--- src/rtl/vec_add_seq_pkg.sv ---
// Shared definitions for the vector-add element sequencer: default widths,
// FSM state encoding and a small state-classification helper.
package vec_add_seq_pkg;

   // Default element width (matches the scalar adder operand width).
   localparam int DATA_W_DEF = 32;

   // Default memory index width; maximum vector length is 2**ADDR_W.
   localparam int ADDR_W_DEF = 8;

   // Sequencer states. Encoding is fixed so traces and probes stay readable.
   typedef enum logic [2:0] {
      IDLE  = 3'd0,
      READ  = 3'd1,
      ISSUE = 3'd2,
      WAIT  = 3'd3,
      DRAIN = 3'd4,
      DONE  = 3'd5
   } state_t;

   // True for every state in which a vector is being processed.
   function automatic logic is_busy_state(input state_t s);
      return (s == READ) || (s == ISSUE) || (s == WAIT) || (s == DRAIN);
   endfunction

endpackage

--- src/rtl/vec_add_seq.sv ---
// Element sequencer for c = a + b over vectors. Walks an index through two
// synchronous-read operand memories, hands each pair to a scalar adder with a
// ready/valid/accept handshake, and writes each sum back to memory C at the
// same index. WAIT and DRAIN are driven purely by add_valid, so the adder's
// internal latency and its post-accept valid tail never matter here.
module vec_add_seq
   import vec_add_seq_pkg::*;
#(
   parameter int DATA_W = DATA_W_DEF,
   parameter int ADDR_W = ADDR_W_DEF
) (
   input  logic              clk,
   input  logic              rst,
   input  logic              start,
   input  logic [ADDR_W:0]   len,
   output logic              busy,
   output logic              done,
   output logic [ADDR_W-1:0] mem_addr,
   input  logic [DATA_W-1:0] mem_a_rdata,
   input  logic [DATA_W-1:0] mem_b_rdata,
   output logic [DATA_W-1:0] mem_c_wdata,
   output logic              mem_c_we,
   output logic [DATA_W-1:0] a,
   output logic [DATA_W-1:0] b,
   output logic              add_ready,
   input  logic              add_valid,
   input  logic [DATA_W-1:0] c,
   output logic              add_accept
);

   localparam logic [ADDR_W:0]   LEN_ONE = 1;
   localparam logic [ADDR_W-1:0] IDX_ONE = 1;

   // FSM and index state
   state_t              r_state;
   logic [ADDR_W-1:0]   r_idx;
   logic [ADDR_W:0]     r_len;

   // Registered outputs
   logic                r_busy;
   logic                r_done;
   logic [ADDR_W-1:0]   r_mem_addr;
   logic [DATA_W-1:0]   r_mem_c_wdata;
   logic                r_mem_c_we;
   logic [DATA_W-1:0]   r_a;
   logic [DATA_W-1:0]   r_b;
   logic                r_add_ready;
   logic                r_add_accept;

   // Next-state values shared by the FSM and the output registers
   state_t              w_state_next;
   logic [ADDR_W-1:0]   w_idx_next;
   logic                w_last;
   logic                w_accept;

   // The current element is the final one when idx == len-1.
   assign w_last   = ({1'b0, r_idx} == (r_len - LEN_ONE));

   // A result is taken exactly once: on the first add_valid seen in WAIT.
   assign w_accept = (r_state == WAIT) && add_valid;

   // Next-state and next-index decode; start is honoured only in IDLE.
   always_comb begin
      w_state_next = r_state;
      w_idx_next   = r_idx;
      case (r_state)
         IDLE: begin
            if (start) begin
               if (len != '0) begin
                  w_state_next = READ;
                  w_idx_next   = '0;
               end else begin
                  w_state_next = DONE;
               end
            end
         end
         READ:  w_state_next = ISSUE;
         ISSUE: w_state_next = WAIT;
         WAIT: begin
            if (add_valid) begin
               w_state_next = DRAIN;
            end
         end
         DRAIN: begin
            // The adder holds valid for a while after the accept; wait for
            // it to fall so the tail is never mistaken for a new result.
            if (!add_valid) begin
               if (w_last) begin
                  w_state_next = DONE;
               end else begin
                  w_state_next = READ;
                  w_idx_next   = r_idx + IDX_ONE;
               end
            end
         end
         DONE:    w_state_next = IDLE;
         default: w_state_next = IDLE;
      endcase
   end

   // FSM state, element index and latched vector length.
   always_ff @(posedge clk or negedge rst) begin
      if (!rst) begin
         r_state <= IDLE;
         r_idx   <= '0;
         r_len   <= '0;
      end else begin
         r_state <= w_state_next;
         r_idx   <= w_idx_next;
         if ((r_state == IDLE) && start) begin
            r_len <= len;
         end
      end
   end

   // Registered outputs: memory index, operands, handshake strobes and status.
   always_ff @(posedge clk or negedge rst) begin
      if (!rst) begin
         r_busy        <= 1'b0;
         r_done        <= 1'b0;
         r_mem_addr    <= '0;
         r_mem_c_wdata <= '0;
         r_mem_c_we    <= 1'b0;
         r_a           <= '0;
         r_b           <= '0;
         r_add_ready   <= 1'b0;
         r_add_accept  <= 1'b0;
      end else begin
         r_busy <= is_busy_state(w_state_next);
         r_done <= (r_state == DONE);

         // Index is loaded on entry to READ and then held through DRAIN so
         // the C write lands on the same address the operands came from.
         if (w_state_next == READ) begin
            r_mem_addr <= w_idx_next;
         end

         // RAM data for the address presented in READ is valid in ISSUE.
         if (r_state == ISSUE) begin
            r_a <= mem_a_rdata;
            r_b <= mem_b_rdata;
         end

         r_add_ready  <= (r_state == ISSUE);
         r_add_accept <= w_accept;
         r_mem_c_we   <= w_accept;
         if (w_accept) begin
            r_mem_c_wdata <= c;
         end
      end
   end

   assign busy        = r_busy;
   assign done        = r_done;
   assign mem_addr    = r_mem_addr;
   assign mem_c_wdata = r_mem_c_wdata;
   assign mem_c_we    = r_mem_c_we;
   assign a           = r_a;
   assign b           = r_b;
   assign add_ready   = r_add_ready;
   assign add_accept  = r_add_accept;

endmodule

--- config.mk ---
export PLATFORM = sky130hd
export DESIGN_NAME = vec_add_seq
export DESIGN_NICKNAME = d
export VERILOG_FILES = /design/src/rtl/vec_add_seq_pkg.sv /design/src/rtl/vec_add_seq.sv
export SDC_FILE = /design/constraint.sdc
export NUM_CORES = 1
export LEC_CHECK = 0
export CAP_MARGIN = 5
export CORE_MARGIN = 5
export CORE_UTILIZATION = 30
export CTS_BUF_LIST = sky130_fd_sc_hd__clkbuf_8
export CTS_CLUSTER_DIAMETER = 40
export DETAILED_ROUTE_END_ITERATION = 16
export HOLD_SLACK_MARGIN = 0.15
export PLACE_DENSITY = 0.63
export SLEW_MARGIN = 25
export SYNTH_ARGS = -nofsm -noshare
export SYNTH_HDL_FRONTEND = slang
export SYNTH_SLANG_ARGS = --single-unit
--- constraint.sdc ---
create_clock -name clk -period 6.29 [get_ports clk]
set_input_delay 1.5725 -clock clk [delete_from_list [all_inputs] [get_ports clk]]
set_output_delay 1.5725 -clock clk [all_outputs]
set_load 0.05 [all_outputs]
==> results.toml, run 1 <==
[sta]
setup_viol = 0
final.setup.tns_ns = 0
finalHoldViolCount = 0
max_slew_margin_pct = 34.4
drv_slew = 0
post-route-period-util_pct = 51.9
worst_slew_pin_slew_ns = 0.984
fin_hold_ws_ns = 0.473
rsz0062_at_grt = "false"
period_minus_slack_ns = 3.27
clock.fmax_ghz = 0.306
setup_ws_ns = 3.02
skew_ns = 0.0122

[power_and_ir_drop]
p_per_area_mw_per_mm2 = 602
ir_drop_mv = 0.405
p_sw_share_pct = 47.3
p_leak_nw = 3.43
power_frac_clock_pct = 14.2
switching_power_mw = 2.29
power_mw = 4.84
internal_power_mw = 2.55
p_seq_share_pct = 29.6
pwr-share-comb_pct = 56.2

[routing]
ant_nets = 0
wl_per_cell_um = 16.4
vias = 4158
via_per_inst = 4.64
totalWireLength_mm = 14.7
first_pass_iters = 4
drc = 0
drtIter0Drc = 234

[critical_path]
worst_path_most_repeated_cell = "nor4_1"
cp.arrival_ns = 3.64
critPathSlowestCell = "nand2b_1"
cp_max_fo = 11
end_kind = "flip-flop"
worst-path-stages = 7
critical-path-top-delay-family = "simple AND/OR/NAND/NOR gates"
r2r_cells = 9
required_ns = 6.66
worst-path-buf-inv = 1
startpoint_type = "input pin"
crit_type = "in -> reg"
cpPeakStageDelay_ns = 0.44
path_cells = "clkdlybuf4s50_1 -> nor4_1 -> nand2_1 -> nor4_1 -> nand2b_1 -> and2_4 -> a221o_1"

[clock_network]
cts_root_buf = "clkbuf_8"
cts_resized = 0
path_clk_slew_ns = 0.07
cts_sinks = 128
htreeDepth = 4
post_cts_buffers = 0
cts_tree = "built"
cts_buffers = 17
cts_hold_buf = 0
worstSkewPairLatency_ns = 0.44
cts_buffer_depth = 2

[min_path]
worst_hold_path_type = "reg -> reg"
hold_depth = 2

[outcome]
outcome = "complete, no violations"

[finish]
final_cell_mix = "clkdlybuf4s50_1, dfrtp_1, nand2_1"
drive_above_1_share_pct = 17.0
nNetsFinal = 770
diodes = 0
area_growth_pct = 52.5
final-seq-area_mm2 = 0.00320
layout_commonest_cell = "clkdlybuf4s50_1"
fin_util_pct = 46.5
fill_cells = 1585
multi_input_area_mm2 = 0.00193

[die]
core_area_mm2 = 0.0173
die_h_um = 143
die_area_mm2 = 0.0203
ios = 218
start_util_pct = 30.5
rows = 48
fp.dieW_um = 143

[logic_synthesis]
ys_seq_area_share_pct = 60.8
yosysWarnings = 0
async_flop_share_pct = 100
synth_flop_cell = "dfrtp_1"
synth.distinct_cells = 45
synthesis.nets = 556
avgSynthCellArea_um2 = 11.8
synth_edf_count = 0
syn_area_mm2 = 0.00527
yosys_register_bits = 128
syn_inst = 445

[place]
dp_hpwl_mm = 10.6
gp_congestion = 0.800
port_buffers = 217
pre_cts_ws_ns = 2.61

[global_route]
grt_pass1_vias = 4541
grt_overflow_total = 0
grt_pass1_wl_mm = 23.3
track_usage_pct = 14.5
antenna_found_initial = 0
grt_max_degree = 79

[run]
drv_cap = 0
layer usage:
layer  GRT usage, %  wire length (um)  share of wire [%]
met1           16.3              5700                 39
met2           23.9              7220                 49
met3           7.96              1580                 11
met4           4.30               190                1.3
met5              0                 0                  0
tightest hold or removal path, cell delays in order (launching register included):
cell and delay, ns:
dfrtp_1 0.34, nand2_1 0.05, nand2_1 0.05
worst paths after layout:
kind	start	endpoint	slack, ns
worst max-delay path	len[7]	mem_addr[6]	3.02
worst max register to register	r_len[0]	mem_addr[6]	3.37
max in group asynchronous	rst	b[14]	4.01
worst min register to register	mem_c_wdata[8]	mem_c_wdata[8]	0.47
worst min-delay path	mem_c_wdata[8]	mem_c_wdata[8]	0.47
min in group asynchronous	rst	r_len[0]	1.17
cells by family after synthesis:
family	share of synthesized area (%)
and+or+nand+nor	13.5
DFF	60.8
muxes	15.3
AOI/OAI and AO/OA	5.46
buffers and inverters	2.78
xor gates and xnor gates	1.66
adders and majority gates	0.475
registers in the layout, indices dropped and copies added (netlist names):
signal	flops
b	32
mem_addr	8
add_ready	1
mem_c_wdata	32
a	32
r_idx	8
busy	1
done	1
r_state	3
r_len	9
add_accept	1
power by group through the flow:
stage / Sequential [mW] / Combinational (mW) / Clock [mW]
2_1_floorplan: 2.51 / 0.728 / 0
6_report: 1.43 / 2.72 / 0.686
5_1_grt: 1.48 / 2.86 / 0.758
3_3_place_gp: 1.42 / 2.72 / 0
4_1_cts: 1.44 / 2.76 / 0.716
3_5_place_dp: 1.44 / 2.75 / 0
through the flow:
| stage | std cells | area, um2 |
|---|---|---|
| 4_1_cts | 897 | 8030 |
| 6_report | 897 | 8040 |
| 3_3_place_gp | 865 | 7650 |
| 2_1_floorplan | 445 | 5270 |
| 3_5_place_dp | 865 | 7650 |
| 5_1_grt | 897 | 8040 |
cell usage after synthesis (2+ instances only):
master	n	area [um2]
xnor2_1	7	61.3
and2_1	2	12.5
o211ai_1	5	37.5
a221o_1	2	20.0
nor2_1	14	52.6
mux2i_1	2	20.0
nor3_1	7	35.0
buf_4	3	22.5
a21o_1	2	15.0
nand2b_1	2	12.5
a32o_1	6	60.1
o21ai_0	9	45.0
a21oi_1	2	10.0
inv_1	8	30.0
nand2_1	110	413
ha_1	2	25.0
o31ai_1	5	37.5
xor2_1	3	26.3
nor4_1	2	12.5
mux2_2	70	788
clkbuf_1	21	78.8
nand3_1	10	50.1
dfrtp_1	128	3200
and3_1	2	12.5
layout make-up:
| type | count | area share [%] |
|---|---|---|
| repair buffers | 221 | 27.4 |
| multi-input cells | 283 | 24.1 |
| flip-flops and latches | 128 | 39.9 |
| well taps | 225 | 3.50 |
| inverters | 8 | 0.374 |
| clock buffers | 20 | 3.42 |
| clock inverters | 12 | 1.39 |
No activity file was read; power rests on OpenSTA's default activity.
==> run 2: changes to the inputs <==
- PLACE_DENSITY: 0.63 -> 0.65
- clock period: 6.29 -> 2.8 ns (I/O delays scaled with it)
==> run 2 against run 1 <==
First-iteration DRC count fell by 24%. Sequential share of layout area fell by 0.42 points. Global-route usage rose by 0.24 points. Flip-flop and latch count did not move. Via count barely moved. Cell count rose by 0.56%. Total power rose by 130%. Sequential power rose by 130%. Clock power rose by 140%. Design area rose by 1.1%. Count of clock-buffer cells in the layout fell by 3. Die area did not move.
==> results.toml, run 2 (synthesized netlist as in run 1, its figures left out) <==
[routing]
totalWireLength_mm = 14.9
vias = 4157
ant_nets = 0
drc = 0
via_per_inst = 4.61
first_pass_iters = 4
drtIter0Drc = 179
wl_per_cell_um = 16.5

[power_and_ir_drop]
power_mw = 11.0
p_per_area_mw_per_mm2 = 1360
ir_drop_mv = 0.716
p_leak_nw = 3.48

[clock_network]
cts_buffers = 17
cts_tree = "built"
path_clk_slew_ns = 0.08
htreeDepth = 4
cts_root_buf = "clkbuf_8"
cts_buffer_depth = 2
cts_sinks = 128
cts_hold_buf = 0
worstSkewPairLatency_ns = 0.43

[place]
pre_cts_ws_ns = -0.00148
gp_congestion = 0.804
dpl_cell_area_mm2 = 0.00769
placed_cells = 868
port_buffers = 217
dp_hpwl_mm = 11.2

[sta]
period_minus_slack_ns = 2.61
setup_ws_ns = 0.188
rsz0062_at_grt = "false"
setup_viol = 0
skew_ns = 0.0104
drv_slew = 0
worst_slew_pin_slew_ns = 0.567
clock.fmax_ghz = 0.383
max_slew_margin_pct = 62.1
post-route-period-util_pct = 93.3
finalHoldViolCount = 0
final.setup.tns_ns = 0

[critical_path]
crit_type = "reg -> reg"
cp.arrival_ns = 2.93
startpoint_type = "flip-flop"
cp_max_fo = 10
r2r_cells = 9
end_kind = "flip-flop"
required_ns = 3.12

[die]
die_h_um = 143
die_area_mm2 = 0.0203
rows = 48
ios = 218
core_area_mm2 = 0.0173
start_util_pct = 30.5
fp.dieW_um = 143

[global_route]
grt_pass1_wl_mm = 23.6
grt_overflow_total = 0
grt_pass1_vias = 4582
grt_max_degree = 68
track_usage_pct = 14.8
antenna_found_initial = 0

[outcome]
outcome = "complete, no violations"

[finish]
diodes = 0
layout.cells.non_filler = 902
final_cell_mix = "clkdlybuf4s50_1, dfrtp_1, nand2_1"
nNetsFinal = 775
drive_above_1_share_pct = 18.0
layout_commonest_cell = "clkdlybuf4s50_1"
fin_area_mm2 = 0.00812
area_growth_pct = 54.1

[run]
drv_cap = 0

[min_path]
worst_hold_path_type = "in -> async"
run 2: cell types whose count changed in the layout (fill, tap and decap cells not counted), sizes merged:
cell / delta
clkinv: +3
bufinv: +1
clkinvlp: -3
buf: +5
clkbuf: -3
inv: +2
run 2: stage by stage:
stage / hold slack (ns) / utilization [%]
detailed placement: 0.461 / 44.5
global route: 0.248 / 47.0
floorplan: 0.404 / -
CTS: 0.224 / 46.9
finish: 0.237 / 47.0
global placement: 0.457 / 44.5
run 2: metal layers:
layer  GRT usage [%]  up-vias  share of wire [%]
met5               0        -                  0
met4            5.10        0                2.4
met1            15.4     2032                 36
met2            26.1      142                 53
li1                -     1958                  -
met3            6.96       25                8.4
run 2: path summary, 6_finish.rpt:
| path | start | slack, ns | endpoint |
|---|---|---|---|
| min reg2reg | mem_c_wdata[8] | 0.48 | mem_c_wdata[8] |
| min in group clk | mem_c_wdata[8] | 0.48 | mem_c_wdata[8] |
| max reg2reg | r_len[0] | 0.19 | mem_addr[7] |
| min | rst | 0.24 | r_idx[6] |
| max in group asynchronous | rst | 1.81 | b[13] |
| max | r_len[0] | 0.19 | mem_addr[7] |
run 2: area by class of cell:
cell class / count / area (um2)
clock buffers: 17 / 234
clock inverters: 15 / 176
fillers: 1584 / 9170
inverters: 8 / 30.0
multi-input cells: 283 / 1940
flip-flops and latches: 128 / 3200
well taps: 225 / 282
repair buffers: 226 / 2260
run 2: what timing repair did:
item | CTS | global route
hold endpoints to repair | 0 | 0
setup endpoints to repair | 0 | 13
gates resized for setup | 0 | 3
buffers inserted | 0 | 2
run 2: critical path: stages (launching register included):
cell      delay [ns]
dfrtp_1         0.43
inv_1           0.09
ha_1            0.21
or4b_4          0.52
o21ai_1         0.19
a211oi_1        0.09
nor3_2          0.27
o211ai_2        0.15
and2_4          0.21
a221o_1         0.34
run 2: report_power, final:
group,internal [mW],switching [mW]
Sequential,2.67,0.543
Combinational,2.31,3.86
Clock,0.822,0.822
